### config.mk
export PLATFORM = sky130hd
export DESIGN_NAME = fridge_ctrl_multi_flat
export DESIGN_NICKNAME = d
export VERILOG_FILES = /design/src/rtl/fridge_pkg.sv /design/src/rtl/fridge_ctrl_multi_if.sv /design/src/rtl/fridge_thermostat.sv /design/src/rtl/fridge_ctrl_multi.sv /design/src/flat_wrapper.sv
export SDC_FILE = /design/constraint.sdc
export NUM_CORES = 1
export LEC_CHECK = 0
export CAP_MARGIN = 40
export CORE_UTILIZATION = 55
export DETAILED_ROUTE_END_ITERATION = 16
export HOLD_SLACK_MARGIN = 0.05
export PLACE_DENSITY = 0.86
export SLEW_MARGIN = 10
export SYNTH_ARGS = -nofsm -noshare
export SYNTH_HDL_FRONTEND = slang
export SYNTH_SLANG_ARGS = --single-unit
### constraint.sdc
create_clock -name clk -period 4.5 [get_ports clk]
set_clock_uncertainty 0.05 [all_clocks]
set_input_delay 1.35 -clock clk [delete_from_list [all_inputs] [get_ports clk]]
set_output_delay 1.35 -clock clk [all_outputs]
set_load 0.1 [all_outputs]
### src/rtl/fridge_pkg.sv
// Shared definitions for the multi-compartment fridge controller: command
// function codes, compressor states and the default capacity step.
package fridge_pkg;

    localparam logic [1:0] FN_SETPT = 2'd0;
    localparam logic [1:0] FN_CAP   = 2'd1;
    localparam logic [1:0] FN_ICE   = 2'd2;
    localparam logic [1:0] FN_RSVD  = 2'd3;

    localparam int CAP_UNIT_DEF = 25;

    typedef enum logic [1:0] {
        OFF_HOLD  = 2'd0,
        OFF_READY = 2'd1,
        ON        = 2'd2
    } comp_state_t;

endpackage

### src/rtl/fridge_ctrl_multi_if.sv
// Command port from the front-panel decoder: one write strobe per command,
// with the illegal-command pulse returned to the decoder.
interface fridge_ctrl_multi_if #(
    parameter int NCOMP = 2,
    parameter int TW    = 5
);
    localparam int SCW = (NCOMP > 1) ? $clog2(NCOMP) : 1;

    logic           wr_en;
    logic [1:0]     sel_func;
    logic [SCW-1:0] sel_comp;
    logic [TW-1:0]  wdata;
    logic           err;

    modport master (output wr_en, sel_func, sel_comp, wdata, input err);
    modport slave  (input wr_en, sel_func, sel_comp, wdata, output err);

endinterface

### src/rtl/fridge_thermostat.sv
// One compartment's hysteresis thermostat; comparisons are widened by a bit
// so setpoint+HYST near full scale never wraps.
module fridge_thermostat #(
    parameter int TW   = 5,
    parameter int HYST = 1
) (
    input  logic          clk,
    input  logic          rst,
    input  logic          pwr,
    input  logic [TW-1:0] meas,
    input  logic [TW-1:0] setpt,
    output logic          cool_req
);

    logic [TW:0] meas_x;
    logic [TW:0] sp_x;
    logic [TW:0] hyst_x;

    assign meas_x = {1'b0, meas};
    assign sp_x   = {1'b0, setpt};
    assign hyst_x = (TW+1)'(HYST);

    always_ff @(posedge clk or posedge rst) begin
        if (rst) begin
            cool_req <= 1'b0;
        end else if (!pwr) begin
            cool_req <= 1'b0;
        end else if (meas_x > sp_x + hyst_x) begin
            cool_req <= 1'b1;
        end else if (meas_x + hyst_x <= sp_x) begin
            cool_req <= 1'b0;
        end
    end

endmodule

### src/rtl/fridge_ctrl_multi.sv
// Clocked multi-compartment fridge controller: command-written setpoint,
// capacity and ice registers, per-compartment thermostats, shared compressor.
module fridge_ctrl_multi
    import fridge_pkg::*;
#(
    parameter int            NCOMP    = 2,
    parameter int            TW       = 5,
    parameter int            CW       = 8,
    parameter int            CAP_UNIT = CAP_UNIT_DEF,
    parameter int            HYST     = 1,
    parameter int            MIN_OFF  = 16,
    parameter logic [TW-1:0] SP_RST   = TW'(4)
) (
    input  logic                  clk,
    input  logic                  rst,
    input  logic                  pwr,
    fridge_ctrl_multi_if.slave    cmd,
    input  logic [NCOMP*TW-1:0]   meas_temp,
    output logic [NCOMP*TW-1:0]   setpt,
    output logic [NCOMP*CW-1:0]   cap,
    output logic [NCOMP-1:0]      cool_req,
    output logic                  comp_on,
    output logic                  ice
);

    localparam int SCW  = (NCOMP > 1) ? $clog2(NCOMP) : 1;
    localparam int CNTW = $clog2(MIN_OFF + 1);

    logic        cmd_ok;
    logic        bad_comp;
    logic        bad_cmd;
    logic        ice_en;
    logic [CW:0] cap_prod;
    logic [CW-1:0] cap_new;

    comp_state_t     state;
    comp_state_t     state_nx;
    logic [CNTW-1:0] off_cnt;
    logic [CNTW-1:0] off_cnt_nx;

    assign cmd_ok = cmd.wr_en & pwr;

    // A compartment index can only be out of range when NCOMP is not a power of two.
    generate
        if ((1 << SCW) == NCOMP) begin : g_comp_full
            assign bad_comp = 1'b0;
        end else begin : g_comp_part
            assign bad_comp = (int'(cmd.sel_comp) >= NCOMP);
        end
    endgenerate

    assign bad_cmd  = (cmd.sel_func == FN_RSVD) | (bad_comp & (cmd.sel_func != FN_ICE));
    assign cap_prod = ((CW+1)'(cmd.wdata[1:0]) + (CW+1)'(1)) * (CW+1)'(CAP_UNIT);
    assign cap_new  = cap_prod[CW] ? {CW{1'b1}} : cap_prod[CW-1:0];

    always_ff @(posedge clk or posedge rst) begin
        if (rst) begin
            setpt   <= {NCOMP{SP_RST}};
            cap     <= {NCOMP{CW'(CAP_UNIT)}};
            ice_en  <= 1'b0;
            cmd.err <= 1'b0;
        end else begin
            cmd.err <= cmd_ok & bad_cmd;
            if (cmd_ok && !bad_cmd) begin
                case (cmd.sel_func)
                    FN_SETPT: setpt[int'(cmd.sel_comp)*TW +: TW] <= cmd.wdata;
                    FN_CAP:   cap[int'(cmd.sel_comp)*CW +: CW]   <= cap_new;
                    FN_ICE:   ice_en                             <= cmd.wdata[0];
                    default:  ;
                endcase
            end
        end
    end

    for (genvar k = 0; k < NCOMP; k++) begin : g_therm
        fridge_thermostat #(
            .TW   (TW),
            .HYST (HYST)
        ) u_therm (
            .clk      (clk),
            .rst      (rst),
            .pwr      (pwr),
            .meas     (meas_temp[k*TW +: TW]),
            .setpt    (setpt[k*TW +: TW]),
            .cool_req (cool_req[k])
        );
    end

    // Power loss re-arms the full off hold, so a restart always waits MIN_OFF.
    always_comb begin
        state_nx   = state;
        off_cnt_nx = off_cnt;
        case (state)
            OFF_HOLD: begin
                if (off_cnt == '0) state_nx = OFF_READY;
                else               off_cnt_nx = off_cnt - CNTW'(1);
            end
            OFF_READY: begin
                if (|cool_req) state_nx = ON;
            end
            ON: begin
                if (!(|cool_req)) begin
                    state_nx   = OFF_HOLD;
                    off_cnt_nx = CNTW'(MIN_OFF);
                end
            end
            default: begin
                state_nx   = OFF_HOLD;
                off_cnt_nx = CNTW'(MIN_OFF);
            end
        endcase
        if (!pwr) begin
            state_nx   = OFF_HOLD;
            off_cnt_nx = CNTW'(MIN_OFF);
        end
    end

    always_ff @(posedge clk or posedge rst) begin
        if (rst) begin
            state   <= OFF_HOLD;
            off_cnt <= CNTW'(MIN_OFF);
            comp_on <= 1'b0;
            ice     <= 1'b0;
        end else begin
            state   <= state_nx;
            off_cnt <= off_cnt_nx;
            comp_on <= (state_nx == ON);
            ice     <= pwr & ice_en & comp_on &
                       (meas_temp[(NCOMP-1)*TW +: TW] <= setpt[(NCOMP-1)*TW +: TW]);
        end
    end

endmodule

### src/flat_wrapper.sv
// flat-port wrapper written by rule: the top's interface ports become plain ports
module fridge_ctrl_multi_flat import fridge_pkg::*;
#(
    parameter int            NCOMP    = 2,
    parameter int            TW       = 5,
    parameter int            CW       = 8,
    parameter int            CAP_UNIT = CAP_UNIT_DEF,
    parameter int            HYST     = 1,
    parameter int            MIN_OFF  = 16,
    parameter logic [TW-1:0] SP_RST   = TW'(4)
)
  (clk, rst, pwr, meas_temp, setpt, cap, cool_req, comp_on, ice, cmd_wr_en, cmd_sel_func, cmd_sel_comp, cmd_wdata, cmd_err);
  fridge_ctrl_multi_if #(.NCOMP(NCOMP), .TW(TW)) cmd_i ();
  input  logic clk;
  input  logic rst;
  input  logic pwr;
  input  logic [NCOMP*TW-1:0] meas_temp;
  output logic [NCOMP*TW-1:0] setpt;
  output logic [NCOMP*CW-1:0] cap;
  output logic [NCOMP-1:0] cool_req;
  output logic comp_on;
  output logic ice;
  input wire logic [$bits(cmd_i.wr_en)-1:0] cmd_wr_en;
  input wire logic [$bits(cmd_i.sel_func)-1:0] cmd_sel_func;
  input wire logic [$bits(cmd_i.sel_comp)-1:0] cmd_sel_comp;
  input wire logic [$bits(cmd_i.wdata)-1:0] cmd_wdata;
  output wire logic [$bits(cmd_i.err)-1:0] cmd_err;
  assign cmd_i.wr_en = cmd_wr_en;
  assign cmd_i.sel_func = cmd_sel_func;
  assign cmd_i.sel_comp = cmd_sel_comp;
  assign cmd_i.wdata = cmd_wdata;
  assign cmd_err = cmd_i.err;
  fridge_ctrl_multi #(.NCOMP(NCOMP), .TW(TW), .CW(CW), .CAP_UNIT(CAP_UNIT), .HYST(HYST), .MIN_OFF(MIN_OFF), .SP_RST(SP_RST)) u_core (.clk(clk), .rst(rst), .pwr(pwr), .cmd(cmd_i), .meas_temp(meas_temp), .setpt(setpt), .cap(cap), .cool_req(cool_req), .comp_on(comp_on), .ice(ice));
endmodule
==> metrics.log <==
INFO  metric outcome = completed
INFO  metric floorplan.die.width = 68.6 um
INFO  metric arrival = 3.27 ns
INFO  metric critical_path_class = input port to flop
INFO  metric post-place-ws = 1.13 ns
INFO  metric wire_per_inst = 17.3 um
INFO  metric grt.overflow.total = 0
INFO  metric cts_tree = built
INFO  metric grt_start_max_net_pins = 38
INFO  metric detailed_place_hpwl = 5.01 mm
INFO  metric syn-cell-area = 2440 um2
INFO  metric finalWorstSetupSlack = 1.36 ns
INFO  metric fin_setup_tns = 0 ns
INFO  metric power.clock.fraction = 0.149
INFO  metric rr_endpoint = u_core.g_therm[1].u_therm.cool_req$_DFFE_PP0P_
INFO  metric cts_num_sinks = 37
INFO  metric max-slew-margin-rel = 0.444
INFO  metric top_layer_used = met4
INFO  metric ys_top_cells_by_area = dfrtp_1 31%, ha_1 17%, dfstp_2 7.5%, xnor2_1 4.7%, o21ai_0 4.3%
INFO  metric period_share = 0.699
INFO  metric route.vias.total = 2290
INFO  metric synth-main-ff-cell = dfrtp_1
INFO  metric ys_seq_area_frac = 0.383
INFO  metric worstHoldPathCells = 2
INFO  metric tightestPinTransition = 0.828 ns
INFO  metric grt_setup_unrepaired = no
INFO  metric fmax = 318 MHz
INFO  metric clock_latency = 0.30 ns
INFO  metric power_density = 566 nW/um2
INFO  metric synth-edff-count = 0
INFO  metric num_antenna_cells = 0
INFO  metric hold_path.class = flop to flop
INFO  metric number_of_storage_elements_in_the_synthesis_netlist = 37
INFO  metric postSynthAreaPerCell = 9.38 um2
INFO  metric floorplan.die_area = 4700 um2
INFO  metric required = 4.63 ns
INFO  metric cts_buffers = 5
INFO  metric mapped_cells = 260
INFO  metric io_buffer_count = 52
INFO  metric maxSlewViolCount = 0
INFO  metric start_util = 0.593
INFO  metric yosysMostFrequentCell = ha_1
INFO  metric track_usage = 0.315
INFO  metric cts_root_buf = clkbuf_8
INFO  metric post_route_drc = 0
INFO  metric wl_met3 = 376 um
INFO  metric detail_route.iter0.violations = 215
INFO  metric power.share.combinational = 0.600
INFO  metric netlist-cell-type-count = 46
INFO  metric htree_num_levels = 2
INFO  metric via_count_of_the_first_global_routing_pass = 2353
INFO  metric gp_congestion = 0.794
INFO  metric critPathCaptureType = flop
INFO  metric worst-r2r-setup-slack = 2.25 ns
INFO  metric setup_violations = 0
INFO  metric worst_setup_path_endpoint = u_core.cap[11]$_DFFE_PP1P_
INFO  metric cts_resizes = 0
INFO  metric worst_setup_path_startpoint = pwr
INFO  metric finalWorstPathRequiredPeriod = 3.14 ns
INFO  metric drive_gt1_frac = 0.169
INFO  metric async_flop_share = 1.00
INFO  metric floorplan.die.height = 68.6 um
INFO  metric layout.nets = 398
INFO  metric netlist_top_cells_count = 34 x ha_1, 30 x dfrtp_1, 27 x nand2_1, 21 x inv_1, 21 x o21ai_0
INFO  metric drt_first_pass_iters = 5
INFO  metric clock_tree.buffer_depth = 2
INFO  metric synth_area_leader_cell = dfrtp_1
INFO  metric cts_post_setup_buffers_inserted = 0
INFO  metric clk_pin_slew_worst_paths = 0.07 ns
INFO  metric critical_path_peak_fanout = 12
INFO  metric maxCapViolCount = 0
INFO  metric worst_ir_drop_vdd = 0.000368 V
INFO  metric cts-hold-fix-buffers = 0
INFO  metric switching_share = 0.476
INFO  metric core-area = 4120 um2
INFO  metric mappedNetlistNets = 316
INFO  metric synth.yosys.warnings = 0
INFO  metric number_of_antenna_violations_at_the_first_check_in_global_routing = 0
INFO  metric worstRegToRegCells = 7
INFO  metric placement_rows = 23
INFO  metric met2WireLength = 3.68 mm
INFO  metric net_load_switching_power = 0.963 mW
INFO  metric power.internal = 1.06 mW
INFO  metric power.share.sequential = 0.251
INFO  metric wl_met1 = 2.52 mm
INFO  metric flow.area_growth_from_synthesis = 46.4%
INFO  metric yosys.area.top_type_share = 0.308
INFO  metric critical_path.startpoint_type = input port
INFO  metric finalHoldViolations = 0
INFO  metric detail_route.vias_per_cell = 5.83
INFO  metric total_leakage_power = 1.62 nW
INFO  metric io-pin-count = 53
INFO  metric drt-total-wl = 6.80 mm
INFO  metric r2r-start = u_core.setpt[5]$_DFFE_PP0P_
INFO  metric grt_first_pass_wirelength = 10.6 mm
INFO  metric drtAntennaViolNets = 0
==> kinds of logic (layout without fill, tap and decap cells) <==
family,count (synthesis),after routing,synth area share
AND/OR/NAND/NOR,82,82,0.174
AO/OA/AOI/OAI,57,57,0.139
flip-flops,37,37,0.383
adder cells (fa/ha/maj),34,34,0.174
buffers and inverters,31,114,0.0575
XOR/XNOR,15,15,0.0539
multiplexers,4,4,0.0185
==> flip-flops by register name, summed over array words and instances, names as in the netlist <==
register	count
u_core.state	2
u_core.comp_on	1
u_core.off_cnt	5
u_core.ice_en	1
u_core.ice	1
u_core.g_therm.u_therm.cool_req	2
u_core.cap	14
u_core.cmd.err	1
u_core.setpt	10
==> routing by layer <==
metal  track usage  up-vias
met5             0        -
met4         0.169        0
met3        0.0888       25
met2         0.556       94
met1         0.337     1101
li1              -     1070
==> cell type report <==
| cell class | instances | area [um2] |
|---|---|---|
| multi-input combinational | 192 | 1360 |
| timing repair buffer | 84 | 1010 |
| sequential | 37 | 935 |
| fill | 191 | 546 |
| clock buffer | 6 | 82.6 |
| inverter | 22 | 82.6 |
| tap | 50 | 62.6 |
| clock inverter | 2 | 37.5 |
==> how the worst min path moves through the flow <==
stage	start	to	slack [ns]
floorplan	u_core.ice_en$_DFFE_PP0P_	u_core.ice_en$_DFFE_PP0P_	0.42
global placement	u_core.cap[4]$_DFFE_PP1P_	u_core.cap[4]$_DFFE_PP1P_	0.41
detailed placement	u_core.cap[12]$_DFFE_PP1P_	u_core.cap[12]$_DFFE_PP1P_	0.44
CTS	u_core.cap[4]$_DFFE_PP1P_	u_core.cap[4]$_DFFE_PP1P_	0.44
global route	u_core.cap[4]$_DFFE_PP1P_	u_core.cap[4]$_DFFE_PP1P_	0.46
finish	u_core.cap[4]$_DFFE_PP1P_	u_core.cap[4]$_DFFE_PP1P_	0.44
==> stage by stage <==
step / hold slack (ns) / cell area [um2] / utilization / instances / total power, mW
detailed placement: 0.438 / 3450 / 0.838 / 385 / 1.70
finish: 0.442 / 3570 / 0.867 / 393 / 2.02
global route: 0.458 / 3570 / 0.867 / 393 / 2.12
global placement: 0.406 / 2970 / 0.722 / 354 / 1.45
floorplan: 0.423 / 2440 / - / 260 / 1.26
CTS: 0.445 / 3570 / 0.867 / 393 / 2.02
==> worst max-delay path, cell delays in order <==
cell and delay [ns]:
clkdlybuf4s50_1 0.72, nand2_1 0.18, nor2_1 0.21, nand3_1 0.38, o21ai_0 0.42
==> placed cells by master, fill, tap and decap left out, types with 2 or more instances in the layout <==
master | Yosys | routed
xor2_1 | 2 | 2
mux2_2 | 2 | 2
o21bai_1 | 2 | 2
o22ai_1 | 2 | 2
o211ai_1 | 2 | 2
nor3b_1 | 4 | 4
nand2_1 | 27 | 27
and3_1 | 2 | 2
nor2_1 | 12 | 12
inv_1 | 21 | 21
or2_2 | 2 | 2
ha_1 | 34 | 34
dfstp_2 | 7 | 7
a31oi_1 | 2 | 2
xnor2_1 | 13 | 13
mux2_1 | 2 | 2
buf_8 | 0 | 30
clkdlybuf4s50_1 | 0 | 52
clkbuf_8 | 0 | 6
o21ai_1 | 7 | 7
dfrtp_1 | 30 | 30
a21oi_1 | 9 | 9
nand3_1 | 14 | 14
nand2b_1 | 2 | 2
a22oi_1 | 2 | 2
nor2b_1 | 8 | 8
nand4_1 | 4 | 4
o21ai_0 | 21 | 21
==> power by group through the flow <==
stage	registers [mW]	logic, mW	clock network, mW
2_1_floorplan	0.843	0.419	0
3_3_place_gp	0.499	0.954	0
3_5_place_dp	0.507	1.19	0
4_1_cts	0.503	1.21	0.306
5_1_grt	0.515	1.28	0.320
6_report	0.507	1.21	0.302
Note: power is estimated with default switching activity, not from simulation.
